===== config.mk =====
export PLATFORM = sky130hd
export DESIGN_NAME = addsub_result_stage
export DESIGN_NICKNAME = d
export VERILOG_FILES = /design/src/rtl/addsub_result_stage.sv
export SDC_FILE = /design/constraint.sdc
export NUM_CORES = 1
export LEC_CHECK = 0
export ABC_AREA = 1
export CAP_MARGIN = 20
export CORE_MARGIN = 10
export CORE_UTILIZATION = 42
export DETAILED_ROUTE_END_ITERATION = 12
export PLACE_DENSITY = 0.73
export SYNTH_ARGS = -nofsm -noshare
export SYNTH_HDL_FRONTEND = slang
export SYNTH_SLANG_ARGS = --single-unit

===== constraint.sdc =====
create_clock -name clk -period 1.13 [get_ports clk]
set_clock_uncertainty 0.15 [all_clocks]
set_input_delay 0.226 -clock clk [delete_from_list [all_inputs] [get_ports clk]]
set_output_delay 0.226 -clock clk [all_outputs]
set_load 0.02 [all_outputs]

===== src/rtl/addsub_result_stage.sv =====
// rtl/addsub_result_stage.sv - registered result/flag stage with a 2-entry skid buffer behind the add/sub unit
// Optional sticky overflow flag (ovf_clear/sticky_ovf ports) is built when STICKY_OVF_EN is defined.
module addsub_result_stage #(
  parameter int WIDTH = 4
) (
  input  logic             clk,
  input  logic             rst_n,
  input  logic             in_valid,
  output logic             in_ready,
  input  logic [WIDTH-1:0] in_result,
  input  logic             in_cout,
  input  logic             in_control,
  input  logic             in_a_msb,
  input  logic             in_b_msb,
  output logic             out_valid,
  input  logic             out_ready,
  output logic [WIDTH-1:0] out_result,
  output logic             out_carry,
  output logic             out_zero,
  output logic             out_neg,
  output logic             out_ovf
`ifdef STICKY_OVF_EN
  ,
  input  logic             ovf_clear,
  output logic             sticky_ovf
`endif
);

  // Beat layout: {ovf, neg, zero, carry, result}
  localparam int BW    = WIDTH + 4;
  localparam int B_CRY = WIDTH;
  localparam int B_ZER = WIDTH + 1;
  localparam int B_NEG = WIDTH + 2;
  localparam int B_OVF = WIDTH + 3;

  typedef enum logic [1:0] {
    ST_EMPTY = 2'd0,
    ST_ONE   = 2'd1,
    ST_FULL  = 2'd2
  } state_t;

  state_t          state_q, state_d;
  logic [BW-1:0]   main_q, main_d;
  logic [BW-1:0]   skid_q, skid_d;
  logic            in_ready_q, in_ready_d;
  logic [BW-1:0]   in_beat;
  logic            accept;
  logic            consume;
  logic            res_msb;
  logic            in_ovf;
  logic            in_carry;

  always_comb begin
    res_msb  = in_result[WIDTH-1];
    in_carry = in_control ? ~in_cout : in_cout;
    // Subtract inverts b, so the "operands share a sign" test flips.
    if (in_control) begin
      in_ovf = (in_a_msb != in_b_msb) && (res_msb != in_a_msb);
    end else begin
      in_ovf = (in_a_msb == in_b_msb) && (res_msb != in_a_msb);
    end
    in_beat = {in_ovf, res_msb, (in_result == '0), in_carry, in_result};
  end

  assign accept    = in_valid && in_ready_q;
  assign consume   = (state_q != ST_EMPTY) && out_ready;
  assign out_valid = (state_q != ST_EMPTY);
  assign in_ready  = in_ready_q;

  always_comb begin
    state_d = state_q;
    main_d  = main_q;
    skid_d  = skid_q;
    case (state_q)
      ST_EMPTY: begin
        if (accept) begin
          main_d  = in_beat;
          state_d = ST_ONE;
        end
      end
      ST_ONE: begin
        if (accept && !consume) begin
          skid_d  = in_beat;
          state_d = ST_FULL;
        end else if (consume && !accept) begin
          state_d = ST_EMPTY;
        end else if (accept && consume) begin
          main_d  = in_beat;
        end
      end
      ST_FULL: begin
        if (consume) begin
          main_d  = skid_q;
          state_d = ST_ONE;
        end
      end
      default: state_d = ST_EMPTY;
    endcase
    // Registered ready: look ahead at the next occupancy.
    in_ready_d = (state_d != ST_FULL);
  end

  always_ff @(posedge clk or negedge rst_n) begin
    if (!rst_n) begin
      state_q    <= ST_EMPTY;
      main_q     <= '0;
      skid_q     <= '0;
      in_ready_q <= 1'b0;
    end else begin
      state_q    <= state_d;
      main_q     <= main_d;
      skid_q     <= skid_d;
      in_ready_q <= in_ready_d;
    end
  end

  assign out_result = main_q[WIDTH-1:0];
  assign out_carry  = main_q[B_CRY];
  assign out_zero   = main_q[B_ZER];
  assign out_neg    = main_q[B_NEG];
  assign out_ovf    = main_q[B_OVF];

`ifdef STICKY_OVF_EN
  logic sticky_ovf_q, sticky_ovf_d;

  always_comb begin
    sticky_ovf_d = sticky_ovf_q;
    if (ovf_clear) begin
      sticky_ovf_d = 1'b0;
    end else if (consume && main_q[B_OVF]) begin
      sticky_ovf_d = 1'b1;
    end
  end

  always_ff @(posedge clk or negedge rst_n) begin
    if (!rst_n) begin
      sticky_ovf_q <= 1'b0;
    end else begin
      sticky_ovf_q <= sticky_ovf_d;
    end
  end

  assign sticky_ovf = sticky_ovf_q;
`endif

endmodule


==> results of run 1 <==
[area by class of cell]
type                            instances  area share [%]
Clock buffer                            4           1.741
Sequential cell                        17           28.28
Timing Repair Buffer                   52           34.41
Inverter                               14           3.648
Tap cell                               27           2.239
Multi-Input combinational cell         77           29.68
[cells by family after synthesis]
logic type,Yosys count
AND/OR/NAND/NOR,63
flip-flops,17
XOR/XNOR,1
AO/OA/AOI/OAI,12
buffers and inverters,16
[critical path, stage by stage, from the launching register on]
cell and delay (ns):
dfrtp_1 0.39, inv_2 0.06, buf_6 0.13, buf_6 0.11, nor3_4 0.24, buf_6 0.17, nand2_2 0.06, o21ai_2 0.07
[flip-flops by register name, summed over array words and instances (netlist names)]
signal	count
in_ready	1
main_q	7
skid_q	7
state_q	2
[cells in the mapped netlist]
library cell	count	share of area [%]
inv_2	1	0.44
buf_4	1	0.88
nand3_1	2	1.2
nor3_4	1	1.9
xor2_1	1	1.0
buf_6	1	1.3
o21ai_0	11	6.5
inv_4	1	0.73
a21oi_1	1	0.59
nor2_1	4	1.8
inv_1	12	5.3
nand2_2	3	2.2
nand2_1	50	22
dfrtp_1	17	50
nand4_1	1	0.73
nand2_4	1	1.3
nand3b_4	1	2.3
[cell usage in the layout (no fill, tap or decap)]
master	n
a21oi_4	1
buf_12	2
buf_16	1
buf_4	23
buf_6	15
clkbuf_1	1
clkbuf_4	3
clkdlybuf4s50_1	11
dfrtp_1	16
dfrtp_2	1
inv_1	11
inv_2	2
inv_4	1
nand2_1	41
nand2_2	11
nand2_4	2
nand2_8	1
nand3_1	1
nand3_4	1
nand3b_4	1
nand4_1	1
nor2_1	4
nor3_4	1
o21ai_0	1
o21ai_1	4
o21ai_2	6
xor2_1	1
[repair_timing]
action / 4_1_cts / 5_1_grt
pin swaps: 6 / 3
buffers inserted: 4 / 5
cloned: 2 / 1
hold buffers: 0 / 0
endpoints found under the setup margin: 27 / 27
resized for setup: 70 / 22
[how the worst max path moves through the flow]
stage	slack, ns	cells after the start	from	endpoint
5_1_grt	-0.36	7	state_q[1]	skid_q[6]
3_5_place_dp	-0.53	4	in_valid	skid_q[2]
6_report	-0.31	7	state_q[0]	skid_q[6]
4_1_cts	-0.23	7	state_q[1]	skid_q[6]
3_3_place_gp	-0.47	4	in_valid	skid_q[2]
2_1_floorplan	-0.10	7	state_q[0]	main_q[4]
[where the power goes]
group	internal (mW)	leakage, nW	total, mW	switching [mW]
clock	0.137	0.0150	0.328	0.190
sequential	0.878	0.211	1.05	0.168
combinational	1.21	0.581	2.37	1.16
[layer usage]
metal	vias to the layer above	GRT usage (%)	part of all wire [%]
met5	-	0	0
met4	0	4.813	1.7
met3	6	2.921	5.7
met2	38	19.58	51
met1	420	12.80	41
li1	450	-	-
==> impl_metrics.env, run 1 <==
export IMPL_clock_slew_seen_by_the_registers_of_the_worst_setup_and_hold_paths_ns=0.10
export IMPL_filler_cells=131
export IMPL_run_status="complete, but fails checks"
export IMPL_timing_slew_headroom_pct=83.75
export IMPL_netlist_cell_type_count=17
export IMPL_nets=177
export IMPL_clock_sink_count=17
export IMPL_leakagePower_nw=0.8067
export IMPL_final_period_utilization_pct=127.7
export IMPL_post_layout_total_power_mw=3.739
export IMPL_dpl_cell_count=175
export IMPL_post_place_setup_slack_ns=-0.5308
export IMPL_netlist_area_um2=853.3
export IMPL_report_final_setup_viol=27
export IMPL_grt_setup_unrepaired="true"
export IMPL_antenna_found_initial=0
export IMPL_multi_input_comb_area_um2=447.9
export IMPL_grt_pass1_vias=866
export IMPL_final_core_utilization_pct=77.71
export IMPL_hold_viol=0
export IMPL_drt_vias_per_instance=4.785
export IMPL_timing_hold_worst_class="in -> async"
export IMPL_max_cap_viol_count=0
export IMPL_dpl_cell_area_um2=1270
export IMPL_worst_path_max_fanout=5
export IMPL_clkLatencyLatePin_ns=0.29
export IMPL_synth_sequential_area_ratio_pct=49.85
export IMPL_vdd_drop_max_v=0.001718
export IMPL_detail_route_wl_per_cell_um=14.32
export IMPL_rows=16
export IMPL_cp_data_arrival_time_ns=1.51
export IMPL_synth_top_family_by_area="simple AND/OR/NAND/NOR gates"
export IMPL_power_density_nw_per_um2=2478
export IMPL_layout_drive_gt1_share_pct=43.90
export IMPL_hold_slack_ns=0.1098
export IMPL_first_pass_iters=4
export IMPL_num_vias=914
export IMPL_die_area_um2=4235
export IMPL_global_route_usage_sum_pct=11.31
export IMPL_post_route_drc_count=0
export IMPL_yosys_reg_bits=17
export IMPL_pin_count=22
export IMPL_netlist_instances=109
export IMPL_detailed_placement_wirelength_estimate_mm=1.677
export IMPL_cts_path_max_buffers=2
export IMPL_pins_over_their_slew_limit=0
export IMPL_post_synth_net_total=121
export IMPL_synth_mux_area_fraction_pct=0
export IMPL_critPathCaptureType="flop"
export IMPL_timing_setup_critical_path_class="reg -> reg"
export IMPL_clock_tree_from_tritoncts="built"
export IMPL_h_tree_levels=1
export IMPL_die_w_um=65.08
export IMPL_finalInstanceArea_um2=1509
export IMPL_rr_startpoint="state_q[0]"
export IMPL_finalCriticalPeriod_ns=1.443
export IMPL_clock_tree_root_buffer_cell="clkbuf_4"
export IMPL_area_sequential_um2=426.7
export IMPL_failed_checks="setup timing"
export IMPL_worst_r2r_path_depth=7
export IMPL_startpoint_class="flop"
export IMPL_placeableCoreArea_um2=1942
export IMPL_stdcell_count=191
export IMPL_synthAdderAreaFrac_pct=0
export IMPL_post_route_worst_setup_slack_ns=-0.3129
export IMPL_tightest_slew_ns=0.2430
export IMPL_maxClockFrequency_ghz=0.6930
export IMPL_drt_iter0_markers=23
export IMPL_final_setup_tns_ns=-4.263
export IMPL_yosysWarnings=0
export IMPL_area_growth_pct=76.83
export IMPL_cts_made_buffers=3
export IMPL_diodes=0
export IMPL_gp_routability_congestion=0.7344
export IMPL_initial_core_util_pct=43.94
export IMPL_worstPathRequired_ns=1.20
export IMPL_synth_compound_area_share_pct=7.038
export IMPL_regToRegEndpoint="skid_q[6]"
export IMPL_ant_nets=0
export IMPL_die_y_um=65.08
export IMPL_port_buffers=21
export IMPL_post_synthesis_share_of_cell_area_spent_on_and_or_nand_and_nor_gates_pct=33.43
export IMPL_syn_area_per_cell_um2=7.829
export IMPL_grt_start_max_net_pins=18
export IMPL_wirelength_mm=2.735
export IMPL_synth_xor_xnor_area_share_pct=1.026
export IMPL_wire_length_of_the_first_global_routing_pass_mm=3.843
export IMPL_grt_overflow_total=0
export IMPL_flop2flop_setup_slack_ns=-0.31
Note: power is estimated with default switching activity, not from simulation.
==> inputs of run 2 (changes only) <==
Settings changed: CTS_CLUSTER_DIAMETER set to 40.
==> results of run 2 <==
No change in the layout: final DEF, timing and power equal those of run 1.
==> inputs of run 3 (changes only) <==
Settings changed: CORE_UTILIZATION 42 to 25, HOLD_SLACK_MARGIN set to 0.05, PLACE_DENSITY 0.73 to not set.
==> impl_metrics.env, run 3 (synthesis results as in run 1) <==
export IMPL_report_final_setup_viol=27
export IMPL_grt_setup_unrepaired="true"
export IMPL_nets=172
export IMPL_startpoint_class="flop"
export IMPL_run_status="complete, but fails checks"
export IMPL_first_pass_iters=4
export IMPL_post_route_worst_setup_slack_ns=-0.2232
export IMPL_dpl_cell_count=192
export IMPL_clock_slew_seen_by_the_registers_of_the_worst_setup_and_hold_paths_ns=0.10
export IMPL_crit_path_top_delay_cell="dfrtp_1"
export IMPL_grt_pass1_vias=858
export IMPL_clkLatencyLatePin_ns=0.29
export IMPL_clock_tree_root_buffer_cell="clkbuf_4"
export IMPL_drt_iter0_markers=42
export IMPL_layout_commonest_cell="nand2_1"
export IMPL_h_tree_levels=1
export IMPL_leakagePower_nw=0.7747
export IMPL_power_density_nw_per_um2=2418
export IMPL_antenna_found_initial=0
export IMPL_wire_length_of_the_first_global_routing_pass_mm=3.657
export IMPL_dpl_cell_area_um2=1279
export IMPL_diodes=0
export IMPL_final_setup_tns_ns=-3.590
export IMPL_hold_viol=0
export IMPL_die_w_um=78.43
export IMPL_cts_path_max_buffers=2
export IMPL_wirelength_mm=2.132
export IMPL_hold_buffers=0
export IMPL_finalInstanceArea_um2=1468
export IMPL_grt_start_max_net_pins=18
export IMPL_die_y_um=78.43
export IMPL_finalCriticalPeriod_ns=1.353
export IMPL_cp_data_arrival_time_ns=1.42
export IMPL_clock_tree_from_tritoncts="built"
export IMPL_stdcell_count=205
export IMPL_worst_path_max_fanout=5
export IMPL_cpLargestDelayFamily="simple AND/OR/NAND/NOR gates"
export IMPL_detail_route_wl_per_cell_um=10.40
export IMPL_filler_cells=349
export IMPL_global_route_usage_sum_pct=7.063
export IMPL_max_cap_viol_count=0
export IMPL_tightest_slew_ns=0.2526
export IMPL_initial_core_util_pct=25.77
export IMPL_layout_drive_gt1_share_pct=40.25
export IMPL_ant_nets=0
export IMPL_post_place_setup_slack_ns=-0.4849
export IMPL_pin_count=22
export IMPL_maxClockFrequency_ghz=0.7390
export IMPL_area_growth_pct=71.99
export IMPL_rr_startpoint="state_q[1]"
export IMPL_final_period_utilization_pct=119.8
export IMPL_critPathLaunch="state_q[1]"
export IMPL_worstPathRequired_ns=1.20
export IMPL_placeableCoreArea_um2=3311
export IMPL_timing_hold_worst_class="in -> async"
export IMPL_final_core_utilization_pct=44.33
export IMPL_rows=21
export IMPL_timing_slew_headroom_pct=83.16
export IMPL_port_buffers=21
export IMPL_cp_num_buf_inv=2
export IMPL_pins_over_their_slew_limit=0
export IMPL_cp_cell_sequence="inv_2, buf_6, nand3_4, nor3_4, nand2_1, o21ai_1"
export IMPL_drt_vias_per_instance=4.161
export IMPL_top_regs="main_q: 7 flops, skid_q: 7 flops, state_q: 2 flops"
export IMPL_cts_made_buffers=3
export IMPL_critPathCaptureType="flop"
export IMPL_layout_cells_most_common_list="nand2_1 (42), buf_4 (20), dfrtp_1 (16), buf_6 (13), inv_1 (11)"
export IMPL_num_vias=853
export IMPL_post_route_drc_count=0
export IMPL_die_area_um2=6150
export IMPL_detailed_placement_wirelength_estimate_mm=1.555
export IMPL_worst_path_largest_cell_delay_ns=0.40
export IMPL_vdd_drop_max_v=0.0005313
export IMPL_clock_sink_count=17
export IMPL_timing_setup_critical_path_class="reg -> reg"
export IMPL_grt_overflow_total=0
export IMPL_failed_checks="setup timing"
export IMPL_gp_routability_congestion=0.7858
[run 3: cell types whose count changed in the layout (fill, tap and decap cells not counted), moves of 2 or more]
cell,delta
buf_4,-3
nor2_1,-2
nand2_2,-3
nand2_4,+2
o21ai_1,+4
buf_6,-2
o21ai_2,-4
nor2_2,+2
[run 3: path summary, 6_finish.rpt]
check | to | slack [ns] | cells past startpoint
max in group asynchronous | in_ready | 0.59 | 2
min reg2reg | skid_q[4] | 0.36 | 2
max | skid_q[2] | -0.22 | 6
max reg2reg | skid_q[2] | -0.22 | 6
min | main_q[5] | 0.11 | 2
min in group clk | skid_q[4] | 0.33 | 4
[run 3: cell type report]
type                            instances  area (um^2)  area share (%)
Tap cell                               46        57.56           3.922
Timing Repair Buffer                   46        445.4           30.35
Clock buffer                            3        22.52           1.535
Multi-Input combinational cell         78        450.4           30.69
Inverter                               14        60.06           4.092
Clock inverter                          1        5.005          0.3410
Sequential cell                        17        426.7           29.07
[run 3: per-layer routing]
metal	global-route usage (%)	vias up	part of all wire, %
met5	0	-	0
met4	4.301	0	1.4
met3	1.025	2	4.0
met2	12.91	18	55
met1	7.447	395	39
li1	-	438	-
[run 3: where the power goes]
group / leakage [nW] / total, mW / switching, mW / internal [mW]
Sequential: 0.211 / 1.04 / 0.161 / 0.878
Clock: 0.0177 / 0.327 / 0.196 / 0.131
Combinational: 0.546 / 2.18 / 1.09 / 1.09
[run 3: repair_timing]
action	CTS	global route
setup buffers	4	3
endpoints found under the setup margin	27	27
cloned	2	0
resized for setup	69	20
pin swaps	7	9
[run 3: per-stage QoR]
| step | hold slack [ns] | total power [mW] |
|---|---|---|
| after floorplan | -0.2196 | 1.897 |
| after global placement | 0.3171 | 2.681 |
| after detailed placement | 0.3237 | 2.712 |
| after CTS | 0.1052 | 3.323 |
| after global routing | 0.09600 | 3.812 |
| final | 0.1112 | 3.549 |
